==> src/rtl/permutation_sequencer.sv <==
// Round sequencer for an ASCON-style permutation: steps rnd through 12 or 8 rounds.
// Optional macro PERM_SEQ_ABORT_EN adds an abort input that cancels a running permutation.
module permutation_sequencer #(
    parameter int unsigned ROUND_LATENCY = 1
) (
    input  logic       clk,
    input  logic       rst_n,
    input  logic       start,
    input  logic       mode,
`ifdef PERM_SEQ_ABORT_EN
    input  logic       abort,
`endif
    output logic       ready,
    output logic       round_en,
    output logic [3:0] rnd,
    output logic [7:0] round_const,
    output logic       last_round,
    output logic       done
);

    localparam logic       P12_MODE  = 1'b0;
    localparam logic [3:0] P12_INIT  = 4'd4;
    localparam logic [3:0] P8_INIT   = 4'd8;
    localparam logic [3:0] LAST_RND  = 4'd15;
    localparam logic [1:0] SLOT_LAST = 2'(ROUND_LATENCY - 1);

    if (ROUND_LATENCY < 1 || ROUND_LATENCY > 4) begin : g_bad_latency
        $error("ROUND_LATENCY must be in 1..4");
    end

    typedef enum logic [1:0] {StIdle, StRun, StDone} state_e;

    state_e     state_q, state_d;
    logic [3:0] rnd_q, rnd_d;
    logic [1:0] slot_q, slot_d;
    logic [3:0] k;
    logic       in_run;

    // The mode choice is fully captured by the starting round index.
    always_comb begin
        state_d = state_q;
        rnd_d   = rnd_q;
        slot_d  = slot_q;
        unique case (state_q)
            StIdle: begin
                if (start) begin
                    state_d = StRun;
                    rnd_d   = (mode == P12_MODE) ? P12_INIT : P8_INIT;
                    slot_d  = 2'd0;
                end
            end
            StRun: begin
`ifdef PERM_SEQ_ABORT_EN
                if (abort) begin
                    state_d = StIdle;
                    slot_d  = 2'd0;
                end else
`endif
                if (slot_q == SLOT_LAST) begin
                    slot_d = 2'd0;
                    if (rnd_q == LAST_RND) begin
                        state_d = StDone;
                    end else begin
                        rnd_d = rnd_q + 4'd1;
                    end
                end else begin
                    slot_d = slot_q + 2'd1;
                end
            end
            StDone: begin
                state_d = StIdle;
            end
            default: begin
                state_d = StIdle;
            end
        endcase
    end

    always_ff @(posedge clk or negedge rst_n) begin
        if (!rst_n) begin
            state_q <= StIdle;
            rnd_q   <= 4'h0;
            slot_q  <= 2'd0;
        end else begin
            state_q <= state_d;
            rnd_q   <= rnd_d;
            slot_q  <= slot_d;
        end
    end

    always_comb begin
        in_run      = (state_q == StRun);
        k           = rnd_q - P12_INIT;
        ready       = (state_q == StIdle);
        done        = (state_q == StDone);
        rnd         = rnd_q;
        round_en    = in_run && (slot_q == 2'd0);
        last_round  = in_run && (rnd_q == LAST_RND);
        round_const = in_run ? {4'd15 - k, k} : 8'h00;
    end

endmodule

==> config.mk <==
export PLATFORM = sky130hd
export DESIGN_NAME = permutation_sequencer
export DESIGN_NICKNAME = d
export VERILOG_FILES = /design/src/rtl/permutation_sequencer.sv
export SDC_FILE = /design/constraint.sdc
export NUM_CORES = 1
export LEC_CHECK = 0
export ABC_AREA = 1
export CORE_MARGIN = 3
export CORE_UTILIZATION = 40
export DETAILED_ROUTE_END_ITERATION = 8
export MAX_ROUTING_LAYER = met4
export PLACE_DENSITY = 0.72
export RECOVER_POWER = 100
export SKIP_CTS_REPAIR_TIMING = 1
export SYNTH_ARGS = -nofsm -noshare
export SYNTH_HDL_FRONTEND = slang
export SYNTH_SLANG_ARGS = --single-unit
==> constraint.sdc <==
create_clock -name clk -period 2.6 [get_ports clk]
set_clock_uncertainty 0.05 [all_clocks]
set_input_delay 0.26 -clock clk [delete_from_list [all_inputs] [get_ports clk]]
set_output_delay 0.26 -clock clk [all_outputs]
set_load 0.05 [all_outputs]
==> results.json <==
{
  "outcome": "completed",
  "crit_top_cell": "inv_1",
  "diodes": 0,
  "grt_util_all_layers": 0.141,
  "path_clk_slew_ns": 0.05,
  "yosysSeqAreaShare": 0.350,
  "die_w_um": 43.8,
  "clock_latency_ns": 0.24,
  "critPathMaxStageDelay_ns": 0.86,
  "rows": 13,
  "wl_per_cell_um": 10.2,
  "ys_types": 19,
  "core_area_sq_um": 1320,
  "max-cap-violations": 0,
  "gr-total-overflow": 0,
  "grt_first_pass_wirelength_mm": 1.98,
  "clock.fmax_mhz": 426,
  "ys_warn_count": 0,
  "synth_cells": 78,
  "placed_cell_area_sq_um": 762,
  "avgSynthCellArea_sq_um": 7.33,
  "grt_max_degree": 11,
  "place_inst": 110,
  "cpMaxStageDelayCell": "dlygate4sd3_1",
  "layout.cells.non_filler": 113,
  "tritoncts": "yes",
  "synth_seq_cells": 8,
  "crit_path_max_fanout": 10,
  "crit_chain": "inv_1, nand2_4, inv_6, nand2_1, inv_1, dlygate4sd3_1",
  "cp.required_ns": 2.29,
  "fin_crit_ns": 2.34,
  "hold_path.class": "in2async",
  "crit_type": "reg2out",
  "drt_iter0_drc": 7,
  "end_kind": "output port",
  "worst_pin_slew_ns": 0.504,
  "synth_edf_count": 0,
  "h-tree-depth": 1,
  "num_vias": 514,
  "tns_ns": 0,
  "synth_fp_nets": 86,
  "synthFlopType": "dfrtp_1",
  "final_hold_viol_count": 0,
  "clock_sinks": 8,
  "numPortBuffers": 19,
  "drt_first_pass_iters": 4,
  "synth.area.top_cells": "dfrtp_1 35%, nand2_1 11%, inv_1 9.2%, ha_1 8.8%, nor2_1 8.5%",
  "die_height_um": 43.8,
  "cp_data_arrival_time_ns": 2.03,
  "layout-drive-gt1-share": 0.0612,
  "finalNetCount": 108,
  "rsz0062_at_grt": "no",
  "slew_headroom": 0.663,
  "synth_area_leader_cell": "dfrtp_1",
  "fillers": 129,
  "cts_buffer_depth": 2,
  "post-route-period-util": 0.902,
  "drc_errors": 0,
  "wl_mm": 1.15,
  "dieArea_sq_um": 1920,
  "netlist.area_leader.share": 0.350,
  "start_util": 0.434,
  "start_kind": "flip-flop",
  "dp_hpwl_um": 952,
  "ios": 20,
  "async_reset_ff_frac": 1.00,
  "antenna_found_initial": 0,
  "post-route-util": 0.580,
  "root_buffer": "clkbuf_4",
  "cts_buffers": 3,
  "design_area_sq_um": 764,
  "area_growth_pct": 33.7,
  "syn_area_sq_um": 572,
  "via_per_inst": 4.55,
  "slew_violations": 0,
  "grt_pass1_vias": 473,
  "final_antenna_net_count": 0,
  "setup_violations": 0,
  "gp_congestion": 0.757
}
worst paths after layout:
check	from	to	slack (ns)	cells after the start
worst max-delay path	state_q[1]	last_round	0.26	6
max in group asynchronous	rst_n	state_q[0]	1.92	1
worst max register to register	rnd[0]	rnd[1]	1.12	7
worst min-delay path	rst_n	slot_q[1]	0.31	1
min in group clk	slot_q[0]	slot_q[0]	0.52	2
worst min register to register	slot_q[0]	slot_q[0]	0.52	2
sequential cells by signal, indices dropped and copies added (netlist names):
register and flops:
state_q 2, rnd 4, slot_q 2
layout make-up:
cell class	instances	area, sq um	area share
sequential	8	200	0.262
clock buffer	3	22.5	0.0295
multi-input combinational	52	268	0.350
timing repair buffer	19	190	0.249
tap	15	18.8	0.0245
inverter	16	65.1	0.0851
routing by layer:
layer  global-route usage  vias to the layer above  part of all wire
met3               0.0249                        0             0.023
met4               0.0361                        0                 0
li1                     -                      282                 -
met2                0.206                        6              0.49
met5                    -                        -                 0
met1                0.200                      226              0.48
logic make-up after synthesis:
group,synth area share
AOI/OAI and AO/OA,0.0985
adders and majority gates,0.0875
buffers and inverters,0.147
DFF,0.350
and+or+nand+nor,0.317
stage by stage:
step                      worst slack [ns]  hold slack (ns)
after floorplan                      0.581          -0.0856
after global placement               0.576            0.503
after global routing                 0.120            0.326
after CTS                            0.280            0.241
after detailed placement             0.553            0.507
final                                0.255            0.315
cells in the mapped netlist, types with 2 or more instances:
library cell and number:
nand3_1 3, o21ai_1 2, nand2_4 2, nand2_1 17
ha_1 4, dfrtp_1 8, o21ai_0 5, inv_1 14
nor2_1 13
cell usage in the layout, fill, tap and decap left out, drive strengths merged:
cell type	count
clkdlybuf4s50	2
ha	4
o21ai	8
nand2	19
nor2	13
inv	16
nand4	1
nand3b	1
clkbuf	3
o21a	1
dlygate4sd3	17
nand3	4
dfrtp	8
a21oi	1
worst max-delay path: cells and delay by family, from the launching register on:
family	cells	cell delay, ns
buffers and inverters	4	1.18
DFF	1	0.39
and+or+nand+nor	2	0.22
Power is not shown: default switching activity piles up to over one toggle a cycle in this logic, so the estimate is an artifact.
